--- src/rtl/target_group.sv ---
// -----------------------------------------------------------------------------
// target_group
//   Pool of NUM_TGT independent playfield targets. Each slot walks
//   IDLE -> ALIVE -> DYING -> IDLE. A spawn request claims the lowest-index
//   IDLE slot and places it at x=X_START in the lane chosen by din. ALIVE
//   targets scroll left by SPEED every tick. A shot moves a target to DYING,
//   where it stays for DYING_TICKS ticks. A target that scrolls off the left
//   edge returns to IDLE and pulses its escape bit.
//
// Optional feature macro: TARGET_SCORE_EN
//   When defined, adds a saturating kill score and a kill pulse.
//
// Ports
//   clk_100Hz        in   game tick clock
//   rst_n            in   asynchronous active-low reset
//   start            in   spawn request, sampled every cycle
//   din              in   lane for the spawn
//   shot             in   per-slot hit mask
//   x                out  slot i at [i*X_W +: X_W]
//   y                out  slot i at [i*Y_W +: Y_W]
//   state            out  2 bits per slot: 00 IDLE, 01 ALIVE, 10 DYING
//   animation_state  out  2 bits per slot: animation frame index
//   alive_cnt        out  number of ALIVE slots after the current update
//   spawn_drop       out  1-cycle pulse when a spawn is refused (pool full)
//   escape           out  1-cycle pulse per slot that left the screen
//   score            out  (TARGET_SCORE_EN) saturating kill count
//   kill             out  (TARGET_SCORE_EN) 1-cycle pulse when any slot dies
// -----------------------------------------------------------------------------
module target_group #(
    parameter int NUM_TGT     = 4,
    parameter int X_W         = 10,
    parameter int Y_W         = 9,
    parameter int LANE_W      = 3,
    parameter int X_START     = 640,
    parameter int Y_BASE      = 20,
    parameter int LANE_PITCH  = 60,
    parameter int SPEED       = 2,
    parameter int DYING_TICKS = 20,
    parameter int ANIM_DIV    = 10
) (
    input  logic                         clk_100Hz,
    input  logic                         rst_n,
    input  logic                         start,
    input  logic [LANE_W-1:0]            din,
    input  logic [NUM_TGT-1:0]           shot,
    output logic [NUM_TGT*X_W-1:0]       x,
    output logic [NUM_TGT*Y_W-1:0]       y,
    output logic [NUM_TGT*2-1:0]         state,
    output logic [NUM_TGT*2-1:0]         animation_state,
    output logic [$clog2(NUM_TGT+1)-1:0] alive_cnt,
    output logic                         spawn_drop,
    output logic [NUM_TGT-1:0]           escape
`ifdef TARGET_SCORE_EN
    ,
    output logic [15:0]                  score,
    output logic                         kill
`endif
);

    localparam int CW = $clog2(NUM_TGT + 1);
    // Counter widths kept at least 1 bit so ANIM_DIV=1 / DYING_TICKS=1 still build.
    localparam int FW = (ANIM_DIV > 1) ? $clog2(ANIM_DIV) : 1;
    localparam int DW = (DYING_TICKS > 1) ? $clog2(DYING_TICKS) : 1;

    localparam logic [1:0] ST_IDLE  = 2'b00;
    localparam logic [1:0] ST_ALIVE = 2'b01;
    localparam logic [1:0] ST_DYING = 2'b10;

    logic [NUM_TGT-1:0] idle_vec;
    logic [NUM_TGT:0]   idle_below;      // idle_below[i]: some slot < i is IDLE
    logic [NUM_TGT-1:0] spawn_sel;
    logic [NUM_TGT-1:0] alive_next_vec;
    logic [NUM_TGT-1:0] esc_next_vec;
    logic [Y_W-1:0]     lane_y;
    logic [CW-1:0]      alive_cnt_next;

    // Lane position, wrapped to Y_W bits like the hardware register holding it.
    assign lane_y = Y_W'(Y_BASE) + Y_W'(din) * Y_W'(LANE_PITCH);

    assign idle_below[0] = 1'b0;

`ifdef TARGET_SCORE_EN
    logic [NUM_TGT-1:0] die_vec;
    logic [CW-1:0]      kill_count;
    logic [16:0]        score_sum;
`endif

    generate
        for (genvar gi = 0; gi < NUM_TGT; gi++) begin : g_slot
            logic [1:0]     st_reg,    st_next;
            logic [X_W-1:0] x_reg,     x_next;
            logic [Y_W-1:0] y_reg,     y_next;
            logic [FW-1:0]  frame_reg, frame_next;
            logic [1:0]     anim_reg,  anim_next;
            logic [DW-1:0]  dcnt_reg,  dcnt_next;
            logic           esc_next;

            // Spawn selection uses the pre-update state, so a slot freed this
            // cycle only becomes a candidate on the next one.
            assign idle_vec[gi]       = (st_reg == ST_IDLE);
            assign idle_below[gi + 1] = idle_below[gi] | idle_vec[gi];
            assign spawn_sel[gi]      = start & idle_vec[gi] & ~idle_below[gi];
            assign alive_next_vec[gi] = (st_next == ST_ALIVE);
            assign esc_next_vec[gi]   = esc_next;
`ifdef TARGET_SCORE_EN
            assign die_vec[gi]        = (st_reg == ST_ALIVE) & shot[gi];
`endif

            // State register
            always_ff @(posedge clk_100Hz or negedge rst_n) begin
                if (!rst_n) begin
                    st_reg <= ST_IDLE;
                end else begin
                    st_reg <= st_next;
                end
            end

            // Next-state logic; a shot outranks the off-screen condition.
            always_comb begin
                st_next = st_reg;
                case (st_reg)
                    ST_IDLE: begin
                        if (spawn_sel[gi]) st_next = ST_ALIVE;
                    end
                    ST_ALIVE: begin
                        if (shot[gi])                    st_next = ST_DYING;
                        else if (x_reg < X_W'(SPEED))    st_next = ST_IDLE;
                    end
                    ST_DYING: begin
                        if (dcnt_reg == '0) st_next = ST_IDLE;
                    end
                    default: st_next = ST_IDLE;
                endcase
            end

            // Output / datapath logic: next values of the registered outputs.
            always_comb begin
                x_next     = x_reg;
                y_next     = y_reg;
                frame_next = frame_reg;
                anim_next  = anim_reg;
                dcnt_next  = dcnt_reg;
                esc_next   = 1'b0;
                case (st_reg)
                    ST_IDLE: begin
                        anim_next = 2'd0;
                        if (spawn_sel[gi]) begin
                            x_next     = X_W'(X_START);
                            y_next     = lane_y;
                            frame_next = '0;
                        end
                    end
                    ST_ALIVE: begin
                        if (shot[gi]) begin
                            // Position freezes where the target was hit.
                            dcnt_next = DW'(DYING_TICKS - 1);
                            anim_next = 2'd3;
                        end else if (x_reg < X_W'(SPEED)) begin
                            esc_next  = 1'b1;
                            anim_next = 2'd0;
                        end else begin
                            x_next = x_reg - X_W'(SPEED);
                            if (frame_reg == FW'(ANIM_DIV - 1)) begin
                                frame_next = '0;
                                anim_next  = (anim_reg == 2'd2) ? 2'd0 : anim_reg + 2'd1;
                            end else begin
                                frame_next = frame_reg + FW'(1);
                            end
                        end
                    end
                    ST_DYING: begin
                        if (dcnt_reg == '0) begin
                            anim_next = 2'd0;
                        end else begin
                            anim_next = 2'd3;
                            dcnt_next = dcnt_reg - DW'(1);
                        end
                    end
                    default: begin
                        anim_next = 2'd0;
                    end
                endcase
            end

            always_ff @(posedge clk_100Hz or negedge rst_n) begin
                if (!rst_n) begin
                    x_reg     <= '0;
                    y_reg     <= '0;
                    frame_reg <= '0;
                    anim_reg  <= '0;
                    dcnt_reg  <= '0;
                end else begin
                    x_reg     <= x_next;
                    y_reg     <= y_next;
                    frame_reg <= frame_next;
                    anim_reg  <= anim_next;
                    dcnt_reg  <= dcnt_next;
                end
            end

            assign x[gi*X_W +: X_W]         = x_reg;
            assign y[gi*Y_W +: Y_W]         = y_reg;
            assign state[gi*2 +: 2]         = st_reg;
            assign animation_state[gi*2 +: 2] = anim_reg;
        end
    endgenerate

    // Count of slots that will be ALIVE after this edge.
    always_comb begin
        alive_cnt_next = '0;
        for (int i = 0; i < NUM_TGT; i++) begin
            alive_cnt_next = alive_cnt_next + CW'(alive_next_vec[i]);
        end
    end

    always_ff @(posedge clk_100Hz or negedge rst_n) begin
        if (!rst_n) begin
            alive_cnt  <= '0;
            spawn_drop <= 1'b0;
            escape     <= '0;
        end else begin
            alive_cnt  <= alive_cnt_next;
            spawn_drop <= start & ~idle_below[NUM_TGT];
            escape     <= esc_next_vec;
        end
    end

`ifdef TARGET_SCORE_EN
    always_comb begin
        kill_count = '0;
        for (int i = 0; i < NUM_TGT; i++) begin
            kill_count = kill_count + CW'(die_vec[i]);
        end
    end

    assign score_sum = {1'b0, score} + 17'(kill_count);

    always_ff @(posedge clk_100Hz or negedge rst_n) begin
        if (!rst_n) begin
            score <= '0;
            kill  <= 1'b0;
        end else begin
            score <= score_sum[16] ? 16'hFFFF : score_sum[15:0];
            kill  <= |die_vec;
        end
    end
`endif

endmodule

--- config.mk ---
export PLATFORM = sky130hd
export DESIGN_NAME = target_group
export DESIGN_NICKNAME = d
export VERILOG_FILES = /design/src/rtl/target_group.sv
export SDC_FILE = /design/constraint.sdc
export NUM_CORES = 1
export LEC_CHECK = 0
export CORE_UTILIZATION = 58
export DETAILED_ROUTE_END_ITERATION = 6
export PLACE_DENSITY = 0.84
export REMOVE_ABC_BUFFERS = 1
export SYNTH_ARGS = -nofsm -noshare
export SYNTH_HDL_FRONTEND = slang
export SYNTH_SLANG_ARGS = --single-unit
--- constraint.sdc ---
create_clock -name clk_100Hz -period 6.4 [get_ports clk_100Hz]
set_clock_uncertainty 0.2 [all_clocks]
set_input_delay 0.96 -clock clk_100Hz [delete_from_list [all_inputs] [get_ports clk_100Hz]]
set_output_delay 0.96 -clock clk_100Hz [all_outputs]
set_load 0.01 [all_outputs]
==> key figures, run 1 <==
Status
  • Status: finished, final reports clean

Hold path
  • Worst min path class: register to register
  • HP Start: g_slot[2].frame_reg[3]

Detailed routing
  • Vias/cell: 5.85
  • Post-DRT Antenna Nets: 0
  • Total number of vias: 5701
  • Residual DRC count: 0
  • DRT Pass-1 Iters: 5
  • Avg WL per Cell: around 17 um
  • DRT iter0 DRCs: roughly 310
  • Routed wire length: 16.3 mm

CTS
  • CTS resizes: 0
  • CTS Buf Count: 17
  • CTS Hold Buffers Added: 0
  • Setup bufs post-CTS: 0
  • Clock-pin transition on the worst setup and hold timing paths: roughly 0.06 ns
  • Clk buf depth: 2
  • CTS root buf: clkbuf_16
  • CTS tree: yes
  • Worst skew pair latency: 0.43 ns
  • Clock sink count: roughly 120
  • H-tree levels: 4

Die
  • I/O Pins: 110
  • Die area: ~0.012 mm2
  • Starting density of the core: about three fifths
  • Die Ht: 110 um
  • Std-Cell Rows: 39
  • Die Width: 110 um
  • CORE AREA: 0.0114 mm2

STA
  • Final hold violation count: 0
  • Final period util: 63.4%
  • Post-route setup TNS: 0 ns
  • RSZ-0062 raised after global routing: no
  • Max_slew headroom: 39.2%
  • Final Setup Violations: 0
  • Setup ws final: 2.34 ns
  • Period minus WS final: 4.06 ns
  • Max-slew violation count: 0
  • Worst-margin pin slew: 0.912 ns
  • Achievable clock frequency: 246 MHz

Finish
  • Fillers: 823
  • Nets: a little under 900
  • Share of layout cells above drive strength 1: 7.34%
  • Layout area overhead: 23.8%
  • Post-route cell area: roughly 0.0084 mm2
  • Non-Filler Instances: 974
  • Max reg flops: 36
  • Number of diodes: 0

Yosys
  • Leading cell types by total area after synthesis: dfrtp_1, ha_1, o21ai_0
  • Ys flop type: dfrtp_1
  • Count of different cell masters after synthesis: 76
  • Netlist Area Pre-Place: 0.00682 mm2
  • Number of synthesized flops with an enable pin: 0
  • Gate Count Post-Synth: around 700
  • Avg Cell Area, Syn: roughly 9.5 um2
  • Yosys warns: 0
  • Async S/R FF share, synth: 100%
  • Synth area leader: dfrtp_1
  • Yosys reg bits: 124
  • Register area share after synthesis: 45.5%
  • Synth top area share: 45.5%

Placement
  • Pre-CTS setup slack: 2.08 ns
  • Placed cell area: ~0.0079 mm2
  • Hpwl dp: ~11 mm
  • GP Congestion: 0.883
  • DP Cell Count: approximately 940
  • Port-buffer cells: 97

Global route
  • Vias in the first global route: 5669
  • Total track usage: 27.5%
  • Largest net degree at the start of global routing: 72
  • Initial antenna violation count: 0
  • Grt ovf: 0
  • Global-route wire length before repair: between 20 and 30 mm

Worst setup path
  • CP max FO: 21
  • RR Startpoint: g_slot[3].st_reg[1]
  • Critical Path RT: 6.51 ns
  • Worst EP arrival: 4.16 ns
  • Worst Setup SP: g_slot[3].st_reg[1]
  • Setup Crit Path Kind: register to register
  • Crit end category: register
  • Nature of the critical path startpoint: register

Pwr
  • LEAKAGE: 0.00371 uW
  • Total power: approximately 4100 uW
  • Max rail drop VDD: 0.000318 V
  • Cell area power density: 487 mW/mm2

Flow run
  • Max-cap viol count: 0
==> Yosys cell counts, types with 8 or more instances <==
master / instances
clkbuf_1: 11
xor2_1: 16
nand3b_1: 9
o21ai_0: 77
ha_1: 43
a21oi_1: 23
buf_4: 12
nor2_1: 56
nand2b_1: 17
nand2_1: 77
o31ai_1: 8
nand3_1: 17
nor3_1: 22
inv_1: 44
xnor2_1: 8
dfrtp_1: 124
nor2b_1: 11
==> cell families (layout without fill, tap and decap cells) <==
logic type | Yosys count | after routing | share of synthesized area [%]
XOR/XNOR | 24 | 24 | 3.08
other | 1 | 12 | 0.0550
adder cells (fa/ha/maj) | 47 | 47 | 9.06
AND/OR/NAND/NOR | 260 | 260 | 19.2
buffers and inverters | 71 | 175 | 4.71
AO/OA/AOI/OAI | 180 | 180 | 17.0
multiplexers | 9 | 9 | 1.36
flip-flops | 124 | 124 | 45.5
==> cell usage in the layout (no fill, tap or decap), drive strengths merged, types with 9 or more instances in the layout <==
cell type | synthesis | final
clkinv | 1 | 9
ha | 43 | 43
dfrtp | 124 | 124
clkbuf | 11 | 18
inv | 44 | 44
conb | 1 | 12
nor2b | 11 | 11
o31ai | 9 | 9
a21oi | 24 | 24
nand2 | 78 | 78
xor2 | 16 | 16
o21ai | 81 | 81
nand2b | 17 | 17
nor3 | 23 | 23
clkdlybuf4s50 | 0 | 96
nand3 | 17 | 17
nor2 | 57 | 57
nand3b | 9 | 9
==> through the flow <==
| stage | util [%] | hold slack, ns |
|---|---|---|
| floorplan | - | 0.236 |
| global placement | 68.9 | 0.252 |
| detailed placement | 68.9 | 0.275 |
| CTS | 73.9 | 0.288 |
| global route | 73.9 | 0.293 |
| finish | 73.9 | 0.294 |
==> power breakdown <==
| group | internal [uW] | switching [uW] | total (uW) |
|---|---|---|---|
| logic | 836 | 995 | 1830 |
| registers | 1060 | 289 | 1350 |
| clock network | 572 | 367 | 938 |
==> routing by layer <==
layer  part of all wire, %  global-route usage, %  vias to the layer above
met5                     0                      0                        -
met4                   1.7                   11.3                        0
met3                   5.0                   6.26                       31
met2                    50                   44.8                      180
met1                    44                   35.6                     2781
li1                      -                      -                     2709
==> area by class of cell <==
cell class	count	area [um2]	area share (%)
well taps	143	179	2.12
flip-flops and latches	124	3100	36.8
inverters	45	169	2.00
multi-input cells	532	3440	40.7
repair buffers	98	976	11.6
clock inverters	14	149	1.76
clock buffers	18	429	5.08
==> path summary, 6_finish.rpt <==
kind	endpoint	depth (start not counted)	slack, ns
min in group asynchronous	g_slot[3].frame_reg[2]	1	0.44
setup / recovery	alive_cnt[1]	10	2.34
hold reg to reg	g_slot[2].frame_reg[3]	1	0.29
hold / removal	g_slot[2].frame_reg[3]	1	0.29
max in group asynchronous	g_slot[1].x_reg[5]	2	4.29
setup reg to reg	alive_cnt[1]	10	2.34
==> worst max-delay path, stage by stage, from the launching register on <==
cell,delay [ns]
dfrtp_1,0.44
inv_1,0.10
ha_1,0.60
nand2b_1,0.22
a31oi_1,0.70
nor3b_1,0.14
a211oi_1,0.41
and2_1,0.22
fa_1,0.42
ha_1,0.21
ha_1,0.27
Power figures use the tool's default switching activity.
==> run 2, diff against run 1 <==
--- a/config.mk
+++ b/config.mk
@@ -5,9 +5,9 @@
 export SDC_FILE = /design/constraint.sdc
 export NUM_CORES = 1
 export LEC_CHECK = 0
-export CORE_UTILIZATION = 58
+export CORE_UTILIZATION = 49
 export DETAILED_ROUTE_END_ITERATION = 6
-export PLACE_DENSITY = 0.84
+export PLACE_DENSITY = 0.75
 export REMOVE_ABC_BUFFERS = 1
 export SYNTH_ARGS = -nofsm -noshare
 export SYNTH_HDL_FRONTEND = slang
==> constraint.sdc (replaced) <==
create_clock -name clk_100Hz -period 3.7 [get_ports clk_100Hz]
set_clock_uncertainty 0.2 [all_clocks]
set_input_delay 0.555 -clock clk_100Hz [delete_from_list [all_inputs] [get_ports clk_100Hz]]
set_output_delay 0.555 -clock clk_100Hz [all_outputs]
set_load 0.01 [all_outputs]
==> key figures, run 2 (synthesis results as in run 1) <==
STA
  • Fin Hold WS: 0.0555 ns
  • Final Setup Violations: 0
  • Period minus WS final: roughly 3.3 ns
  • Worst-margin pin slew: about 0.85 ns
  • Setup ws final: 0.431 ns
  • RSZ-0062 raised after global routing: no
  • Final hold violation count: 0
  • Final period util: 88.4%
  • Max_slew headroom: 43.6%
  • Post-route setup TNS: 0 ns
  • Max-slew violation count: 0
  • Achievable clock frequency: a little over 300 MHz

Die
  • I/O Pins: 110
  • Std-Cell Rows: 42
  • Die Width: 120 um
  • Starting density of the core: between 50% and 60%
  • Die area: roughly 0.014 mm2
  • CORE AREA: 0.0134 mm2
  • Die Ht: 120 um

Global route
  • Grt ovf: 0
  • Global-route wire length before repair: 27.1 mm
  • Largest net degree at the start of global routing: between 60 and 70
  • Total track usage: a little under a quarter
  • Vias in the first global route: ~5600
  • Initial antenna violation count: 0

Detailed routing
  • Total number of vias: 5691
  • Residual DRC count: 0
  • DRT iter0 DRCs: 396
  • Vias/cell: 5.57
  • Post-DRT Antenna Nets: 0
  • Routed wire length: 16.1 mm
  • DRT Pass-1 Iters: 4
  • Avg WL per Cell: 15.8 um

Worst setup path
  • Setup Crit Path Kind: register to register
  • Worst EP arrival: roughly 3.4 ns
  • Nature of the critical path startpoint: register
  • CP max FO: 5
  • Crit end category: register
  • Critical Path RT: 3.79 ns

Pwr
  • Clk pwr share: 20.5%
  • LEAKAGE: approximately 0.0038 uW
  • Combinational share of power: 46.5%
  • Cell area power density: approximately 820 mW/mm2
  • Net Sw Frac: between 30% and 40%
  • Total power: 6990 uW
  • Max rail drop VDD: 0.000446 V
  • Sequential power share: 32.9%
  • Sw power: 2740 uW
  • Int Pwr: between 4000 and 5000 uW

Placement
  • Pre-CTS setup slack: around 0.045 ns
  • Hpwl dp: between 10 and 15 mm
  • Port-buffer cells: between 90 and 100
  • GP Congestion: roughly 0.85

Finish
  • Most common cell after layout, fill and taps aside: dfrtp_1
  • Most frequent cells in the layout: dfrtp_1, clkdlybuf4s50_1, nand2_1, o21ai_0, nor2_1
  • Number of diodes: 0
  • Util after Layout: 63.9%
  • Fillers: roughly 1100
  • Share of layout cells above drive strength 1: ~8.6%
  • Nets: roughly 890
  • Layout area overhead: 25.6%
  • Max reg flops: 36

CTS
  • Clock-pin transition on the worst setup and hold timing paths: 0.05 ns
  • CTS root buf: clkbuf_16
  • H-tree levels: 4
  • Worst skew pair latency: 0.41 ns
  • Setup bufs post-CTS: 0
  • Clk buf depth: 2
  • CTS Hold Buffers Added: 0
  • CTS tree: yes
  • Clock sink count: 124
  • CTS Buf Count: 17
  • CTS resizes: 0

Hold path
  • Worst min path class: input port to async pin

Flow run
  • Max-cap viol count: 0

Status
  • Status: finished, final reports clean
-- run 2: critical path: stages (launching register included) --
cell,delay [ns]
dfrtp_1,0.41
inv_1,0.07
ha_1,0.18
or3b_2,0.47
o21ai_1,0.31
nand2_1,0.08
a221oi_1,0.34
and2_1,0.20
fa_1,0.41
ha_1,0.21
ha_1,0.27
-- run 2: path summary, 6_finish.rpt --
kind                                       startpoint                 end  slack, ns  cells after the start
worst max-delay path            g_slot[3].dcnt_reg[0]        alive_cnt[1]       0.43                     10
worst min-delay path                            rst_n  g_slot[3].x_reg[9]       0.06                      1
worst max register to register  g_slot[3].dcnt_reg[0]        alive_cnt[1]       0.43                     10
worst min register to register     g_slot[3].y_reg[7]  g_slot[3].y_reg[7]       0.28                      2
max in group asynchronous                       rst_n  g_slot[2].y_reg[7]       2.44                      2
min in group clk_100Hz             g_slot[3].y_reg[7]  g_slot[3].y_reg[7]       0.28                      2
-- run 2: routing by layer --
metal / routed length (um) / vias up / GRT usage, % / part of all wire (%)
met3: 790 / 32 / 5.80 / 4.9
li1: - / 2743 / - / -
met4: 380 / 0 / 10.5 / 2.4
met2: 7980 / 148 / 39.3 / 50
met1: 6960 / 2768 / 29.2 / 43
met5: 0 / - / 0 / 0
-- run 2: area by class of cell --
type                    count  area (um2)  share of cell area [%]
clock buffers              24         492                    5.74
clock inverters             3        15.0                   0.175
inverters                  45         169                    1.97
multi-input cells         532        3440                    40.1
flip-flops and latches    124        3100                    36.2
well taps                 176         220                    2.57
repair buffers            117        1130                    13.2
-- run 2: power by group through the flow --
stage	Sequential [uW]	Combinational, uW	Clock, uW
after detailed placement	2300	3250	0
after CTS	2300	3270	1460
after global routing	2370	3630	1530
after global placement	2280	3140	0
final	2300	3250	1430
after floorplan	2360	1740	0
-- run 2: stage by stage --
stage                     instances  instance area [um2]
after global placement          994                 8060
after CTS                      1021                 8570
final                          1021                 8570
after floorplan                 701                 6710
after global routing           1021                 8570
after detailed placement        994                 8060
==> run 3, diff against run 2 <==
--- a/config.mk
+++ b/config.mk
@@ -8,7 +8,8 @@
 export CORE_UTILIZATION = 49
 export DETAILED_ROUTE_END_ITERATION = 6
 export PLACE_DENSITY = 0.75
-export REMOVE_ABC_BUFFERS = 1
+export SLEW_MARGIN = 0
 export SYNTH_ARGS = -nofsm -noshare
 export SYNTH_HDL_FRONTEND = slang
 export SYNTH_SLANG_ARGS = --single-unit
+export TNS_END_PERCENT = 30
==> key figures, run 3 (synthesis results as in run 1) <==
Pwr
  • Clk pwr share: between 20% and 30%
  • Max rail drop VDD: roughly 0.00045 V
  • Int Pwr: 4540 uW
  • Net Sw Frac: between 30% and 40%
  • Sequential power share: 31.1%
  • Combinational share of power: roughly 44%
  • Cell area power density: 848 mW/mm2
  • LEAKAGE: 0.00383 uW
  • Sw power: 2840 uW

STA
  • Post-route setup TNS: 0 ns
  • Final period util: 89.7%
  • Fin Hold WS: -0.0135 ns
  • Max-slew violation count: 0
  • Max_slew headroom: 49.4%
  • Final hold violation count: 5
  • Achievable clock frequency: 301 MHz
  • Final Setup Violations: 0
  • Worst-margin pin slew: 0.759 ns
  • Period minus WS final: 3.32 ns
  • RSZ-0062 raised after global routing: no

Placement
  • Hpwl dp: 12.0 mm
  • GP Congestion: 0.845
  • Placed cell area: 0.00806 mm2
  • Port-buffer cells: 97

Worst setup path
  • R2R setup slack: 0.40 ns
  • Crit end category: register
  • Setup Crit Path Kind: input port to register
  • CP max FO: 4
  • Nature of the critical path startpoint: input port
  • Critical Path RT: 3.79 ns
  • Worst EP arrival: around 3.4 ns

CTS
  • CTS resizes: 0
  • CTS Hold Buffers Added: 0
  • CTS tree: yes
  • Clk buf depth: 2
  • H-tree levels: 4
  • Clock sink count: 124
  • Setup bufs post-CTS: 0
  • CTS root buf: clkbuf_16
  • Clock-pin transition on the worst setup and hold timing paths: 0.05 ns
  • CTS Buf Count: 17
  • Worst skew pair latency: 0.43 ns

Detailed routing
  • Total number of vias: 5776
  • Vias/cell: 5.63
  • DRT iter0 DRCs: 402
  • Post-DRT Antenna Nets: 0
  • DRT Pass-1 Iters: 5
  • Routed wire length: 16.6 mm
  • Residual DRC count: 0
  • Avg WL per Cell: 16.1 um

Finish
  • Fillers: 1074
  • Post-route cell area: around 0.0087 mm2
  • Layout area overhead: 27.7%
  • Nets: 894
  • Max reg flops: 36
  • Share of layout cells above drive strength 1: a little under a tenth
  • Most common cell after layout, fill and taps aside: dfrtp_1
  • Most frequent cells in the layout: dfrtp_1, clkdlybuf4s50_1, nand2_1, o21ai_0, nor2_1
  • Number of diodes: 0

Global route
  • Total track usage: 24.6%
  • Global-route wire length before repair: 27.9 mm
  • Initial antenna violation count: 0
  • Largest net degree at the start of global routing: 60
  • Grt ovf: 0
  • Vias in the first global route: 5790

Die
  • CORE AREA: 0.0134 mm2
  • I/O Pins: 110
  • Die area: 0.0144 mm2
  • Starting density of the core: 50.9%
  • Std-Cell Rows: 42
  • Die Width: ~120 um
  • Die Ht: 120 um

Flow run
  • Max-cap viol count: 0

Status
  • Failing checks: hold timing
  • Status: finished, violations left

Hold path
  • Worst min path class: input port to async pin
run 3: cell count changes in the layout (fill, tap and decap cells not counted), sizes merged:
cell	previous run	this run
bufinv	0	5
clkinvlp	0	6
clkinv	4	5
clkbuf	24	17
run 3: worst paths after layout:
| path | cells after the start | startpoint | end |
|---|---|---|---|
| setup / recovery | 9 | din[1] | g_slot[0].y_reg[8] |
| hold / removal | 1 | rst_n | g_slot[1].y_reg[2] |
| setup reg to reg | 10 | g_slot[0].st_reg[0] | alive_cnt[1] |
| hold reg to reg | 1 | g_slot[2].dcnt_reg[3] | g_slot[2].dcnt_reg[3] |
| max in group asynchronous | 2 | rst_n | g_slot[2].x_reg[1] |
| min in group clk_100Hz | 1 | g_slot[2].dcnt_reg[3] | g_slot[2].dcnt_reg[3] |
run 3: power groups by stage:
stage	Sequential (uW)	Combinational, uW	Clock [uW]
final	2300	3270	1820
after global routing	2360	3620	1910
after CTS	2290	3280	1840
after detailed placement	2300	3240	0
after global placement	2270	3100	0
after floorplan	2360	1790	0
run 3: critical path, cell delays in order:
cell and delay, ns:
clkdlybuf4s50_1 0.55, fa_1 0.50, ha_1 0.26, fa_1 0.41, xor2_1 0.21, nor4b_1 0.32
mux2i_1 0.16, xnor2_1 0.29, o21ai_0 0.14
run 3: layer usage:
metal	global-route usage, %	share of wire, %	routed length (um)
met3	6.61	5.4	898
met2	40.7	50	8280
met5	0	0	0
met1	30.7	43	7170
met4	8.83	1.3	221
run 3: layout make-up:
type	count	area [um2]	share of cell area (%)
Multi-Input combinational cell	532	3440	39.5
Sequential cell	124	3100	35.6
Timing Repair Buffer	117	1130	13.0
Clock inverter	15	223	2.56
Inverter	45	169	1.94
Clock buffer	17	425	4.88
Tap cell	176	220	2.53
run 3: through the flow:
step	std cells	worst slack (ns)	utilization, %	total power (uW)
after global routing	1026	0.212	65.0	7890
after CTS	1026	0.379	65.0	7410
after global placement	994	0.172	60.2	5370
final	1026	0.380	65.0	7380
after detailed placement	994	0.0431	60.2	5550
after floorplan	727	0.516	-	4160
